**config.mk**
```make
export PLATFORM = sky130hd
export DESIGN_NAME = calc_stack
export DESIGN_NICKNAME = d
export VERILOG_FILES = /design/src/rtl/calc_stack.sv
export SDC_FILE = /design/constraint.sdc
export NUM_CORES = 1
export LEC_CHECK = 0
export BUFFER_PORTS_ARGS = -buffer_cell sky130_fd_sc_hd__buf_4
export CAP_MARGIN = 20
export CELL_PAD_IN_SITES_DETAIL_PLACEMENT = 0
export CELL_PAD_IN_SITES_GLOBAL_PLACEMENT = 1
export CORE_UTILIZATION = 50
export DETAILED_ROUTE_END_ITERATION = 16
export PLACE_DENSITY_LB_ADDON = 0.1
export SLEW_MARGIN = 30
export SYNTH_ARGS = -nofsm -noshare
export SYNTH_HDL_FRONTEND = slang
export SYNTH_SLANG_ARGS = --single-unit
```
**constraint.sdc**
```tcl
create_clock -name clk -period 5.65 [get_ports clk]
set_input_delay 1.13 -clock clk [delete_from_list [all_inputs] [get_ports clk]]
set_output_delay 1.13 -clock clk [all_outputs]
set_load 0.02 [all_outputs]
```
**src/rtl/calc_stack.sv**
```systemverilog
`default_nettype none
// ============================================================================
//  Module      : calc_stack
//  Description : WIDTH-bit RPN calculator with a DEPTH-entry operand stack,
//                edge-triggered command entry and a shift-add multiplier.
//  Revision    : 1.0 - initial release
// ============================================================================
module calc_stack #(
  parameter int WIDTH = 16,
  parameter int DEPTH = 8,
  parameter int CW    = $clog2(DEPTH + 1)
) (
  input  logic             clk,
  input  logic             btnu,
  input  logic             btnd,
  input  logic             btnl,
  input  logic             btnc,
  input  logic             btnr,
  input  logic [WIDTH-1:0] sw,
  output logic [WIDTH-1:0] led,
  output logic [CW-1:0]    count,
  output logic             busy,
  output logic             err,
  output logic             ovf
);

  localparam int AW = (DEPTH > 1) ? $clog2(DEPTH) : 1;
  localparam int IW = $clog2(WIDTH);

  localparam logic [2:0] CMD_PUSH  = 3'b000;
  localparam logic [2:0] CMD_POP   = 3'b001;
  localparam logic [2:0] CMD_ADD   = 3'b010;
  localparam logic [2:0] CMD_SUB   = 3'b011;
  localparam logic [2:0] CMD_AND   = 3'b100;
  localparam logic [2:0] CMD_XOR   = 3'b101;
  localparam logic [2:0] CMD_MUL   = 3'b110;
  localparam logic [2:0] CMD_CLEAR = 3'b111;

  typedef enum logic [0:0] {
    ST_IDLE = 1'b0,
    ST_MUL  = 1'b1
  } state_t;

  state_t           state_q, state_d;
  logic             btnd_q, btnd_d;
  logic [CW-1:0]    count_q, count_d;
  logic             err_q, err_d;
  logic             ovf_q, ovf_d;
  logic             busy_q, busy_d;
  logic [WIDTH-1:0] mcand_q, mcand_d;
  logic [WIDTH-1:0] mplier_q, mplier_d;
  logic [WIDTH-1:0] acc_q, acc_d;
  logic [IW-1:0]    iter_q, iter_d;

  logic [WIDTH-1:0] stk_mem [DEPTH];

  logic             wr_en;
  logic [AW-1:0]    wr_idx;
  logic [WIDTH-1:0] wr_data;

  logic             trigger;
  logic [2:0]       cmd;
  logic [AW-1:0]    top_idx, nxt_idx, push_idx;
  logic [WIDTH-1:0] val_t, val_n, sum, diff, acc_step;
  logic             add_ovf, sub_ovf;

  assign trigger  = btnd & ~btnd_q;
  assign cmd      = {btnl, btnc, btnr};
  assign top_idx  = AW'(count_q - CW'(1));
  assign nxt_idx  = AW'(count_q - CW'(2));
  assign push_idx = AW'(count_q);
  assign val_t    = stk_mem[top_idx];
  assign val_n    = stk_mem[nxt_idx];
  assign sum      = val_n + val_t;
  assign diff     = val_n - val_t;
  // Signed overflow: operands agree in sign (ADD) or differ (SUB) and the result sign flips away from N.
  assign add_ovf  = (val_n[WIDTH-1] == val_t[WIDTH-1]) && (sum[WIDTH-1]  != val_n[WIDTH-1]);
  assign sub_ovf  = (val_n[WIDTH-1] != val_t[WIDTH-1]) && (diff[WIDTH-1] != val_n[WIDTH-1]);
  assign acc_step = acc_q + (mplier_q[0] ? mcand_q : '0);

  assign led   = (count_q == '0) ? '0 : val_t;
  assign count = count_q;
  assign busy  = busy_q;
  assign err   = err_q;
  assign ovf   = ovf_q;

  // Next-state: command decode when idle, one shift-add step per cycle while multiplying.
  always_comb begin
    state_d  = state_q;
    btnd_d   = btnd;
    count_d  = count_q;
    err_d    = err_q;
    ovf_d    = ovf_q;
    busy_d   = busy_q;
    mcand_d  = mcand_q;
    mplier_d = mplier_q;
    acc_d    = acc_q;
    iter_d   = iter_q;
    wr_en    = 1'b0;
    wr_idx   = '0;
    wr_data  = '0;

    if (state_q == ST_MUL) begin
      // Triggers are ignored here; only the multiplier advances.
      acc_d    = acc_step;
      mcand_d  = mcand_q << 1;
      mplier_d = mplier_q >> 1;
      iter_d   = iter_q + IW'(1);
      if (iter_q == IW'(WIDTH - 1)) begin
        wr_en   = 1'b1;
        wr_idx  = nxt_idx;
        wr_data = acc_step;
        count_d = count_q - CW'(1);
        state_d = ST_IDLE;
        busy_d  = 1'b0;
      end
    end else if (trigger) begin
      case (cmd)
        CMD_PUSH: begin
          if (count_q == CW'(DEPTH)) begin
            err_d = 1'b1;
          end else begin
            wr_en   = 1'b1;
            wr_idx  = push_idx;
            wr_data = sw;
            count_d = count_q + CW'(1);
          end
        end
        CMD_POP: begin
          if (count_q == '0) err_d = 1'b1;
          else               count_d = count_q - CW'(1);
        end
        CMD_CLEAR: begin
          count_d = '0;
          err_d   = 1'b0;
          ovf_d   = 1'b0;
        end
        default: begin
          if (count_q < CW'(2)) begin
            err_d = 1'b1;
          end else if (cmd == CMD_MUL) begin
            mcand_d  = val_n;
            mplier_d = val_t;
            acc_d    = '0;
            iter_d   = '0;
            state_d  = ST_MUL;
            busy_d   = 1'b1;
          end else begin
            wr_en   = 1'b1;
            wr_idx  = nxt_idx;
            count_d = count_q - CW'(1);
            case (cmd)
              CMD_ADD: begin wr_data = sum;  ovf_d = ovf_q | add_ovf; end
              CMD_SUB: begin wr_data = diff; ovf_d = ovf_q | sub_ovf; end
              CMD_AND: wr_data = val_n & val_t;
              default: wr_data = val_n ^ val_t;
            endcase
          end
        end
      endcase
    end
  end

  // State registers; reset aborts any multiply and suppresses the stack write.
  always_ff @(posedge clk) begin
    if (btnu) begin
      state_q  <= ST_IDLE;
      btnd_q   <= 1'b1;
      count_q  <= '0;
      err_q    <= 1'b0;
      ovf_q    <= 1'b0;
      busy_q   <= 1'b0;
      mcand_q  <= '0;
      mplier_q <= '0;
      acc_q    <= '0;
      iter_q   <= '0;
    end else begin
      state_q  <= state_d;
      btnd_q   <= btnd_d;
      count_q  <= count_d;
      err_q    <= err_d;
      ovf_q    <= ovf_d;
      busy_q   <= busy_d;
      mcand_q  <= mcand_d;
      mplier_q <= mplier_d;
      acc_q    <= acc_d;
      iter_q   <= iter_d;
      if (wr_en) stk_mem[wr_idx] <= wr_data;
    end
  end

endmodule
`default_nettype wire
```
# After elaboration in Yosys (flattened, before gate mapping)
# Memories as Yosys holds them, arrays and structs flattened.
# Index checks and enable logic that the tools add are counted.
# op_classes
bitwise	10
eq_ne	23
add_sub_neg	7
mux	75
reduce_logical	18
magnitude_cmp	1
# ops
cell	count
$mux 16	18
$mux 15	5
$mux 4	12
$pmux 16 s3	1
$add 16x16->16	2
$pmux 16 s2	1
$mux 1	26
$mux 3	6
$and 16x16->16	1
$sub 16x16->16	1
$xor 16x16->16	1
$pmux 4 s3	1
$reduce_and 6->1	2
$ne 5x2->1 const B	2
$reduce_and 5->1	2
$eq 3x3->1 const B	3
$add 4x1->4 const B	2
$eq 4x4->1 const B	2
$ne 2x1->1 const B	4
$reduce_and 4->1	2
$eq 3x2->1 const B	2
$ne 2x2->1 const B	3
$ne 3x3->1 const B	2
$pmux 1 s2	3
other kinds (19)	30
# totals
word_cells	147
ff_bits	61
output_inout_bits	23
ram_bits	128
mem_count	1
inputBits	22
# memory_table
name	words	width	rd	rd_ports_with_merged_regs	wr	line	rtl
stk_mem	8	16	2	0	1	55	logic [WIDTH-1:0] stk_mem [DEPTH];

# Depth between registers and ports, before layout
# Gate-level depths: netlist of the first run.
# An unclocked memory read counts as a cell.
# depth
depth_word	10
mapped_depth	22
ltp_nobuf	16

# Least setup slack after synthesis of the first run
# Ideal clock, no wire load.
# synth_path
path_type	register to register
startpoint	reg count_q[0] (netlist: count[0])
endpoint	mem stk_mem[0][12] (data pin)
required_time_ps	5366
path_stages_with_launch	21
path_buffers	6
arrival_time_ps	4927
slack_ps	439
period_less_slack_ps	5211
setup_ps	284
cell_sequence	dfxtp_1 buf_2 buf_4 buf_4 buf_2 inv_1 ha_1 buf_2 buf_1 mux4_2 mux2i_1 inv_1 ha_1 fa_1 nor2b_1 o2111ai_1 and4_1 o41a_1 a21boi_0 o221ai_1 a221o_1
# synth_via
elab_chain_cells	9
word_cells_on_any_way	16
cone_classes	add/sub (4); order compare (1); eq/ne (1); mux (7); bitwise (2); memory (1)
# synth_rtl
element	line	rtl
start: declaration	46	logic [CW-1:0] count_q, count_d;
start signal: assignment	180	count_q <= count_d;
$sub 4x1->4 or $sub 3x2->3 (tied branches)	-	
$mem_v2 8x16	-	
$sub 16x16->16, or another cell as far along	75	assign diff = val_n - val_t;
$pmux 16 s3	152	case (cmd)
$mux 16	141	end else if (cmd == CMD_MUL) begin
$mux 16	139	if (count_q < CW'(2)) begin
$pmux 16 s2 *	118	case (cmd)
$mux 16 *	117	end else if (trigger) begin
$mux 16 *	103	if (state_q == ST_MUL) begin
named net wr_data[12]	59	logic [WIDTH-1:0] wr_data;
end: declaration	55	
# Mark *: on every way through the listed nets, which the timed path passes. The rest lies on a longest branch.

# Final worst setup path of the first run
# layout_path
startpoint	reg count_q[1] (netlist: count[1])
endpoint	mem stk_mem[3][15] (data pin)
# Same word-level chain as after synthesis.

==> results of run 1 <==
layer usage:
metal	global-route usage	up-vias	routed length (µm)
li1	-	4199	-
met1	0.386	4430	14600
met2	0.467	341	16000
met3	0.0368	57	2020
met4	0.106	0	964
met5	0	-	0
registers in the layout, summed over array words and instances (netlist names):
register / flops
btnd_q: 1
busy: 1
iter_q: 4
count: 4
ovf: 1
err: 1
mplier_q: 16
acc_q: 16
stk_mem: 128
state_q: 1
mcand_q: 16
cells in the final DEF (no fill, tap or decap), types with 8 or more instances in the layout:
| cell type | instances |
|---|---|
| edfxtp_1 | 128 |
| a21oi_1 | 86 |
| nor3b_1 | 17 |
| o21a_1 | 20 |
| nor3_1 | 16 |
| mux2i_1 | 39 |
| a211oi_1 | 32 |
| nor2b_1 | 11 |
| and2_1 | 18 |
| ha_1 | 52 |
| dfxtp_1 | 58 |
| a21o_1 | 11 |
| mux2_2 | 17 |
| inv_1 | 43 |
| o21ai_0 | 31 |
| a22oi_1 | 8 |
| xnor2_1 | 19 |
| nand2_1 | 57 |
| nand2b_1 | 10 |
| mux4_2 | 64 |
| nand3_1 | 16 |
| buf_4 | 72 |
| nor2_1 | 141 |
| clkbuf_16 | 17 |
worst reg2reg max path: cells and delay by family (launching register included):
family	cells	cell delay, ps
AND/OR/NAND/NOR	4	780
AO/OA/AOI/OAI	4	940
flip-flops	1	340
adder cells (fa/ha/maj)	2	1100
buffers and inverters	2	370
multiplexers	2	1040
synth_stat cells (11+ instances only):
master,n,area (µm²)
nor2_1,142,533
edfxtp_1,128,3840
a21oi_1,86,430
mux4_2,64,1440
dfxtp_1,61,1220
nand2_1,57,214
ha_1,53,663
inv_1,43,161
clkbuf_1,42,158
mux2i_1,39,390
a211oi_1,32,240
o21ai_0,31,155
buf_2,24,120
o21a_1,20,150
nor3_1,19,95.1
xnor2_1,19,166
and2_1,18,113
mux2_2,17,191
nor3b_1,17,128
nand3_1,16,80.1
a21o_1,11,82.6
nor2b_1,11,68.8
kinds of logic (layout without fill, tap and decap cells):
family	Yosys count	count (layout)	share of synthesized area
mux	120	120	0.170
buf+inv	119	150	0.0409
simple gates	323	323	0.128
fa+ha+maj	56	56	0.0606
flops	189	189	0.424
compound gates	271	271	0.157
xor+xnor	26	26	0.0197
layout make-up:
type / instances / area (µm²) / share of cell area
Clock buffer: 17 / 425 / 0.0321
Clock inverter: 15 / 223 / 0.0168
Inverter: 44 / 165 / 0.0124
Multi-Input combinational cell: 796 / 6400 / 0.482
Sequential cell: 189 / 5070 / 0.382
Tap cell: 319 / 399 / 0.0301
Timing Repair Buffer: 74 / 581 / 0.0438
power breakdown:
part / internal [mW] / switching (mW) / leakage [nW]
clock network: 0.633 / 0.681 / 0.312
registers: 1.46 / 0.00280 / 1.73
logic: 0.197 / 0.308 / 2.85
stage by stage:
| step | cells | util |
|---|---|---|
| after floorplan | 1104 | - |
| after global routing | 1454 | 0.565 |
| after detailed placement | 1422 | 0.538 |
| after CTS | 1454 | 0.565 |
| final | 1454 | 0.565 |
| after global placement | 1422 | 0.538 |
worst max path at each step:
stage	to	start	cells after the start
final	stk_mem[3][15]	count[1]	14
after global routing	stk_mem[7][13]	count[1]	13
after CTS	stk_mem[4][15]	count[1]	14
after detailed placement	stk_mem[3][15]	count[1]	14
after global placement	stk_mem[3][15]	count[1]	14
after floorplan	stk_mem[0][12]	count[0]	20
==> metrics.csv, run 1 <==
stage,metric,value,unit
setup_path,critPathLaunchType,flip-flop,
setup_path,cp-end-kind,flip-flop,
timing,rsz0062_at_grt,false,
routing,via_per_inst,6.21,
setup_path,reg2reg_slack,760,ps
synthesis,netlist_area,11900,µm²
global_route,grt_max_degree,69,
cts,ctsRootBufferMaster,clkbuf_16,
timing,max_freq,204,MHz
status,outcome,"finished, final reports clean",
synthesis,synth-seq-cells,189,
setup_path,cp.required,5760,ps
cts,cts_buffers,17,
power,peakVddDrop,0.000182,V
routing,routedWlPerCell,23.1,µm
global_route,gr-total-overflow,0,
min_path,holdPathEnd,mplier_q[5],
routing,dr.pass1.iters,5,
timing,worst_slew_pin_slew,948,ps
setup_path,cp_max_fo,12,
timing,hold_viol,0,
setup_path,cp_cell_sequence,"inv_1, ha_2, buf_4, mux4_2, mux2i_1, ha_1, and4_1, a21oi_1, nand2_1, nor3_1, a211oi_1, and3_1, o21ai_0, o2111ai_2",
synthesis,synth_area_per_cell,10.8,µm²
timing,slew_headroom,0.361,
run,cap_violations,0,
synthesis,synth-async-reset-ratio,0,
placed_design,hpwl,23.9,mm
timing,worst_slack,757,ps
setup_path,cpLargestDelayFamily,adder cells,
power,leakage,4.89,nW
timing,setup_viol,0,
cts,post_cts_buffers,0,
routing,routed_wl,33.6,mm
final_layout,fillers,2000,
timing,slew_violations,0,
global_route,grt_pass1_wl,51.1,mm
cts,clock_sinks,189,
routing,ant_nets,0,
min_path,hp-class,flip-flop to flip-flop,
synthesis,yosysWarnings,0,
setup_path,crit_arrival,5000,ps
cts,clkLatencyLatePin,450,ps
final_layout,fin_area,13300,µm²
setup_path,slowest_delay,600,ps
synthesis,synth-edff-count,128,
placed_design,pre_cts_slack,834,ps
final_layout,insertedDiodeCount,0,
placed_design,gp_congestion,0.951,
setup_path,worstSetupPathType,flip-flop to flip-flop,
placed_design,io_buffers,44,
synthesis,syn-num-nets,1182,
cts,clk_pin_slew,90,ps
cts,cts_buffer_depth,2,
power,p_per_area,247,nW/µm²
routing,drt_iter0_markers,862,
floorplanning,start_util,0.508,
final_layout,drive_above_1_share,0.188,
global_route,antenna_found_initial,0,
floorplanning,dieArea,24500,µm²
final_layout,fin_nets,1200,
floorplanning,core_region_area,23500,µm²
routing,drc,0,
timing,post-route-min-period,4890,ps
floorplanning,rows,56,
setup_path,worst-path-buf-inv,2,
cts,cts_max_level,4,
floorplanning,pin_count,45,
timing,setup_tns,0,ps
cts,postCtsHoldBufs,0,
floorplanning,die_w,156,µm
synthesis,syn-instance-count,1104,
cts,cts_tree,built,
synthesis,ys_seq_area_frac,0.424,
setup_path,reg2regPathDepth,14,
min_path,hp-start,mplier_q[6],
timing,holdWs,496,ps
global_route,grt_pass1_vias,8528,
setup_path,r2r-end,stk_mem[3][15],
final_layout,area_delta_synth_final,11.2,%
timing,timing.final.crit_share,0.866,
setup_path,r2r-start,count[1],
timing,finClkSkew,20.6,ps
cts,cts_resized,0,
routing,via_count,9027,
synthesis,synth.distinct_cells,81,
placed_design,dpl_cell_area,12600,µm²
min_path,min_path_cells,2,
floorplanning,chipHeight,156,µm
setup_path,slowest_stage,ha_2,
power,power,3.28,mW
global_route,grtUsageTotal,0.284,
synthesis,synth_ff_type,edfxtp_1,
Power figures use the tool's default switching activity.
==> run 2, diff against run 1 <==
- CTS_BUF_LIST: not set -> sky130_fd_sc_hd__clkbuf_4 sky130_fd_sc_hd__clkbuf_8
==> run 2 against run 1 <==
Net effect: global-route usage grew 0.12 points; die area is the same; fmax shrank 0.49%; sequential share of layout area grew 0.56 points; highest routed layer unchanged.
==> metrics.csv, run 2 (same netlist as run 1, synthesis figures left out) <==
stage,metric,value,unit,change
status,outcome,"finished, final reports clean",,
final_layout,layout_commonest_cell,nor2_1,,
power,peakVddDrop,0.000147,V,-19%
timing,worst_slew_pin_slew,975,ps,+26.8 ps
setup_path,reg2reg_slack,730,ps,-20 ps
cts,clkLatencyLatePin,500,ps,+50 ps
floorplanning,start_util,0.508,,unchanged
global_route,grt_pass1_vias,8531,,+0.035%
min_path,hp-start,mplier_q[6],,
timing,slew_violations,0,,unchanged
power,p_per_area,228,nW/µm²,-7.7%
setup_path,r2r-end,stk_mem[2][15],,
power,leakage,4.80,nW,-1.8%
routing,dr.pass1.iters,5,,unchanged
timing,timing.final.crit_share,0.870,,+0.00431
timing,setup_viol,0,,unchanged
setup_path,crit_arrival,5090,ps,+90 ps
timing,max_freq,203,MHz,-0.49%
setup_path,cp.required,5820,ps,+60 ps
setup_path,worst-path-buf-inv,2,,unchanged
run,cap_violations,0,,unchanged
floorplanning,core_region_area,23500,µm²,unchanged
routing,ant_nets,0,,unchanged
global_route,antenna_found_initial,0,,unchanged
setup_path,worstSetupPathType,flip-flop to flip-flop,,
cts,clock_sinks,189,,unchanged
global_route,gr-total-overflow,0,,unchanged
setup_path,slowest_stage,ha_2,,
cts,cts_tree,built,,
global_route,grtUsageTotal,0.286,,+0.00124
final_layout,largest_register,stk_mem,,
cts,clk_pin_slew,130,ps,+40 ps
routing,drc,0,,unchanged
cts,postCtsHoldBufs,0,,unchanged
floorplanning,dieArea,24500,µm²,unchanged
setup_path,critPathLaunchType,flip-flop,,
setup_path,slowest_delay,610,ps,about the same
cts,cts_buffers,17,,unchanged
min_path,min_path_cells,2,,unchanged
floorplanning,pin_count,45,,unchanged
cts,ctsRootBufferMaster,clkbuf_8,,
final_layout,drive_above_1_share,0.188,,unchanged
floorplanning,chipHeight,156,µm,unchanged
routing,via_per_inst,6.20,,-0.19%
placed_design,hpwl,23.9,mm,unchanged
setup_path,r2r-start,count[1],,
routing,drt_iter0_markers,773,,-10%
timing,slew_headroom,0.343,,-0.0180
final_layout,area_delta_synth_final,9.57,%,
setup_path,cpLargestDelayFamily,adder cells,,
setup_path,cp_cell_sequence,"inv_1, ha_2, buf_4, mux4_2, mux2i_1, ha_1, and4_1, a21oi_1, nand2_1, nor3_1, a211oi_1, and3_1, o21ai_0, o2111ai_2",,
final_layout,largest_register_ffs,128,,unchanged
setup_path,reg2regPathDepth,14,,unchanged
placed_design,gp_congestion,0.951,,unchanged
cts,cts_resized,0,,unchanged
global_route,grt_pass1_wl,51.2,mm,about the same
routing,via_count,9010,,-0.19%
final_layout,fin_nets,1200,,unchanged
timing,setup_tns,0,ps,unchanged
setup_path,cp-end-kind,flip-flop,,
placed_design,place_inst,1422,,unchanged
final_layout,layout.cells.non_filler,1454,,unchanged
cts,cts_buffer_depth,2,,unchanged
floorplanning,die_w,156,µm,unchanged
placed_design,io_buffers,44,,unchanged
routing,routedWlPerCell,23.0,µm,-0.28%
final_layout,layout_common_cells,"nor2_1, edfxtp_1, a21oi_1, buf_4, mux4_2",,
timing,post-route-min-period,4920,ps,+24.3 ps
min_path,hp-class,flip-flop to flip-flop,,
cts,post_cts_buffers,0,,unchanged
cts,cts_max_level,4,,unchanged
setup_path,cp_max_fo,12,,unchanged
routing,routed_wl,33.5,mm,-0.28%
floorplanning,rows,56,,unchanged
timing,hold_viol,0,,unchanged
global_route,grt_max_degree,69,,unchanged
timing,finClkSkew,23.3,ps,+2.70 ps
timing,rsz0062_at_grt,false,,
final_layout,insertedDiodeCount,0,,unchanged
min_path,holdPathEnd,mplier_q[5],,
==> run 2: cell count changes in the layout (fill, tap and decap cells not counted) <==
cell,delta
clkbuf_16,-17
clkbuf_8,+17
==> run 2: routing by layer <==
layer / up-vias / track usage / share of wire
met2: 327 / 0.466 / 0.48
met5: - / 0 / 0
met4: 0 / 0.113 / 0.029
met3: 61 / 0.0385 / 0.054
li1: 4209 / - / -
met1: 4413 / 0.386 / 0.44
==> run 2: per-stage QoR <==
step | cell area [µm²] | worst slack [ps] | hold WS (ps) | power [mW] | utilization
6_report | 13100 | 732 | 506 | 2.99 | 0.557
5_1_grt | 13100 | 561 | 548 | 3.10 | 0.557
4_1_cts | 13100 | 793 | 506 | 3.00 | 0.557
3_5_place_dp | 12600 | 834 | 478 | 1.99 | 0.538
3_3_place_gp | 12600 | 744 | 468 | 1.99 | 0.538
2_1_floorplan | 11900 | 439 | 458 | 1.85 | -
==> run 2: area by class of cell <==
| cell class | instances | area [µm²] |
|---|---|---|
| multi-input cells | 796 | 6400 |
| repair buffers | 74 | 581 |
| clock inverters | 15 | 223 |
| flip-flops and latches | 189 | 5070 |
| inverters | 44 | 165 |
| fillers | 2020 | 10400 |
| well taps | 319 | 399 |
| clock buffers | 17 | 234 |
==> run 2: worst max path at each step <==
stage              from              to  slack (ps)  depth (start not counted)
6_report       count[1]  stk_mem[2][15]         730                         14
5_1_grt        count[1]  stk_mem[6][13]         560                         13
4_1_cts        count[1]  stk_mem[2][15]         790                         14
3_5_place_dp   count[1]  stk_mem[3][15]         830                         14
3_3_place_gp   count[1]  stk_mem[3][15]         740                         14
2_1_floorplan  count[0]  stk_mem[0][12]         440                         20
==> run 2: power by group <==
group          total (mW)  internal [mW]  switching (mW)
clock network        1.02          0.371           0.646
registers            1.46           1.46         0.00280
logic               0.504          0.197           0.307
total                2.99           2.03           0.955
==> run 2: worst min-delay path, stage by stage (launching register included) <==
cell	delay, ps
dfxtp_1	340
a21oi_1	60
nor2_1	80
==> run 3, diff against run 2 <==
- ABC_AREA: not set -> 1
- CORE_UTILIZATION: 50 -> 48
==> run 3 against run 2 <==
Net effect: total power is 8.1% higher; largest power group unchanged; core utilization down 2.9 points; die area grew 9.9%; critical endpoint is now stk_mem[7][9]; fmax grew 4.6%; highest routed layer unchanged; sequential cell count unchanged.
==> metrics.csv, run 3 <==
stage,metric,value,unit,change
status,outcome,"finished, final reports clean",,
run,cap_violations,0,,unchanged
power,power,3.23,mW,+8.1%
synthesis,syn-num-nets,1791,,+52%
synthesis,synth_commonest_cells,"nand2_1, inv_1, nor2_1, o21ai_0, a21oi_1",,
setup_path,slowest_stage,buf_4,,
timing,max_freq,213,MHz,+4.6%
timing,worst_slack,948,ps,+215 ps
cts,postCtsHoldBufs,0,,unchanged
timing,holdWs,473,ps,-32.9 ps
floorplanning,core_region_area,25500,µm²,+8.5%
cts,cts_buffer_depth,2,,unchanged
floorplanning,die_w,164,µm,+4.8%
timing,rsz0062_at_grt,false,,
cts,post_cts_buffers,0,,unchanged
synthesis,yosysWarnings,0,,unchanged
placed_design,pre_cts_slack,803,ps,-31.0 ps
placed_design,dpl_cell_area,13000,µm²,+3.0%
power,peakVddDrop,0.000204,V,+39%
final_layout,largest_register,stk_mem,,
placed_design,hpwl,28.6,mm,+20%
timing,post-route-min-period,4700,ps,-215 ps
setup_path,cp.required,5770,ps,-50 ps
floorplanning,dieArea,26900,µm²,+9.9%
timing,timing.final.crit_share,0.832,,-0.0381
synthesis,synth_top_cell_area_share,0.305,,-0.0171
timing,hold_viol,0,,unchanged
cts,ctsRootBufferMaster,clkbuf_8,,
floorplanning,rows,58,,+3.6%
power,p_per_area,240,nW/µm²,+5.0%
final_layout,insertedDiodeCount,0,,unchanged
final_layout,largest_register_ffs,128,,unchanged
final_layout,fin_area,13500,µm²,+3.0%
synthesis,netlist_area,12600,µm²,+5.6%
routing,drt_iter0_markers,1181,,+53%
timing,worst_slew_pin_slew,906,ps,-68.3 ps
timing,setup_viol,0,,unchanged
synthesis,synth.distinct_cells,48,,-41%
global_route,grt_max_degree,97,,+41%
global_route,grt_pass1_vias,10700,,+26%
routing,routed_wl,40.0,mm,+20%
timing,slew_headroom,0.396,,+0.0524
synthesis,yosysMostFrequentCell,nand2_1,,
synthesis,ys_seq_area_frac,0.402,,-0.0226
placed_design,gp_congestion,0.972,,+2.1%
synthesis,yosys.area.top_type,edfxtp_1,,
routing,via_per_inst,5.69,,-8.2%
global_route,gr-total-overflow,0,,unchanged
synthesis,synth-seq-cells,189,,unchanged
final_layout,fin_nets,1781,,+48%
final_layout,drive_above_1_share,0.0932,,-0.0944
routing,ant_nets,0,,unchanged
setup_path,cp_common_cell,nand2_1,,
cts,clkLatencyLatePin,500,ps,about the same
setup_path,worstSetupPathType,flip-flop to flip-flop,,
cts,cts_buffers,17,,unchanged
global_route,grt_pass1_wl,61.0,mm,+19%
min_path,hp-class,flip-flop to flip-flop,,
global_route,antenna_found_initial,0,,unchanged
timing,finClkSkew,32.2,ps,+8.98 ps
setup_path,slowest_delay,620,ps,about the same
cts,clock_sinks,189,,unchanged
floorplanning,chipHeight,164,µm,+4.8%
routing,via_count,11600,,+29%
cts,cts_max_level,4,,unchanged
setup_path,cp_cell_sequence,"buf_4, buf_4, o21ai_0, o21ai_0, inv_1, o21ai_2, inv_1, ha_1, inv_1, a21oi_1, nand2_1, nand2_1, nand2_1, nand2_1, nand3_1, nand3_1, nand3_1, nand2_1, nand3_1",,
cts,cts_tree,built,,
floorplanning,start_util,0.495,,-0.0136
final_layout,layout_commonest_cell,nand2_1,,
setup_path,crit_arrival,4820,ps,-270 ps
power,leakage,5.64,nW,+17%
synthesis,synth_area_leaders,"edfxtp_1, nand2_1, dfxtp_1, o21ai_0, a21oi_1",,
global_route,grtUsageTotal,0.304,,+0.0182
setup_path,cp-end-kind,flip-flop,,
setup_path,cp_max_fo,65,,+53
floorplanning,pin_count,45,,unchanged
final_layout,area_delta_synth_final,6.81,%,
cts,clk_pin_slew,130,ps,about the same
setup_path,reg2reg_slack,950,ps,+220 ps
synthesis,synth-async-reset-ratio,0,,unchanged
routing,dr.pass1.iters,6,,+1
cts,cts_resized,0,,unchanged
synthesis,synth-edff-count,128,,unchanged
routing,drc,0,,unchanged
synthesis,syn-instance-count,1713,,+55%
timing,setup_tns,0,ps,unchanged
final_layout,layout_common_cells,"nand2_1, inv_1, nor2_1, o21ai_0, a21oi_1",,
setup_path,critPathLaunchType,flip-flop,,
synthesis,synth_ff_type,edfxtp_1,,
placed_design,io_buffers,44,,unchanged
routing,routedWlPerCell,19.6,µm,-15%
timing,slew_violations,0,,unchanged
synthesis,synth_area_per_cell,7.36,µm²,-32%
[run 3: cell types whose count changed in the layout (fill, tap and decap cells not counted), moves of 30 or more]
| cell | delta |
|---|---|
| mux4_2 | -64 |
| nand2_1 | +338 |
| o21ai_1 | +47 |
| a211oi_1 | -31 |
| o21ai_0 | +136 |
| nor2_1 | +30 |
| inv_1 | +143 |
| mux2i_1 | -39 |
| a21oi_1 | +65 |
| nand3_1 | +77 |
[run 3: path summary, 6_finish.rpt]
path | depth (start not counted) | endpoint | from
worst max-delay path | 19 | stk_mem[7][9] | count[0]
worst min-delay path | 2 | err | err
worst max register to register | 19 | stk_mem[7][9] | count[0]
worst min register to register | 2 | err | err
[run 3: where the power goes]
part	internal (mW)	switching, mW
combinational	0.227	0.538
sequential	1.46	0.00352
clock	0.389	0.607
[run 3: per-layer routing]
layer	vias up	routed length, µm	GRT usage	part of all wire
met1	5455	18600	0.439	0.47
li1	5712	-	-	-
met5	-	0	0	0
met3	35	2670	0.0391	0.067
met2	433	18100	0.484	0.45
met4	0	595	0.0669	0.015
[run 3: critical path, delay by kind of cell (launching register included)]
family                     cells  cell delay [ps]
adders and majority gates      1              520
and+or+nand+nor                9             1170
AOI/OAI and AO/OA              4              710
DFF                            1              470
buffers and inverters          5             1400
[run 3: cell type report]
type / count / area (µm²)
clock inverters: 15 / 205
well taps: 330 / 413
inverters: 199 / 749
fillers: 2494 / 12000
repair buffers: 63 / 498
clock buffers: 17 / 234
multi-input cells: 1233 / 6290
flip-flops and latches: 189 / 5070
[run 3: kinds of logic after synthesis]
family | Yosys count | synth area share
adders and majority gates | 56 | 0.0574
buffers and inverters | 291 | 0.102
xor gates and xnor gates | 7 | 0.00486
DFF | 189 | 0.402
AOI/OAI and AO/OA | 460 | 0.204
and+or+nand+nor | 710 | 0.230
[run 3: through the flow]
step           cells   util
2_1_floorplan   1713      -
3_3_place_gp    2013  0.510
3_5_place_dp    2013  0.510
4_1_cts         2045  0.527
5_1_grt         2046  0.529
6_report        2046  0.529
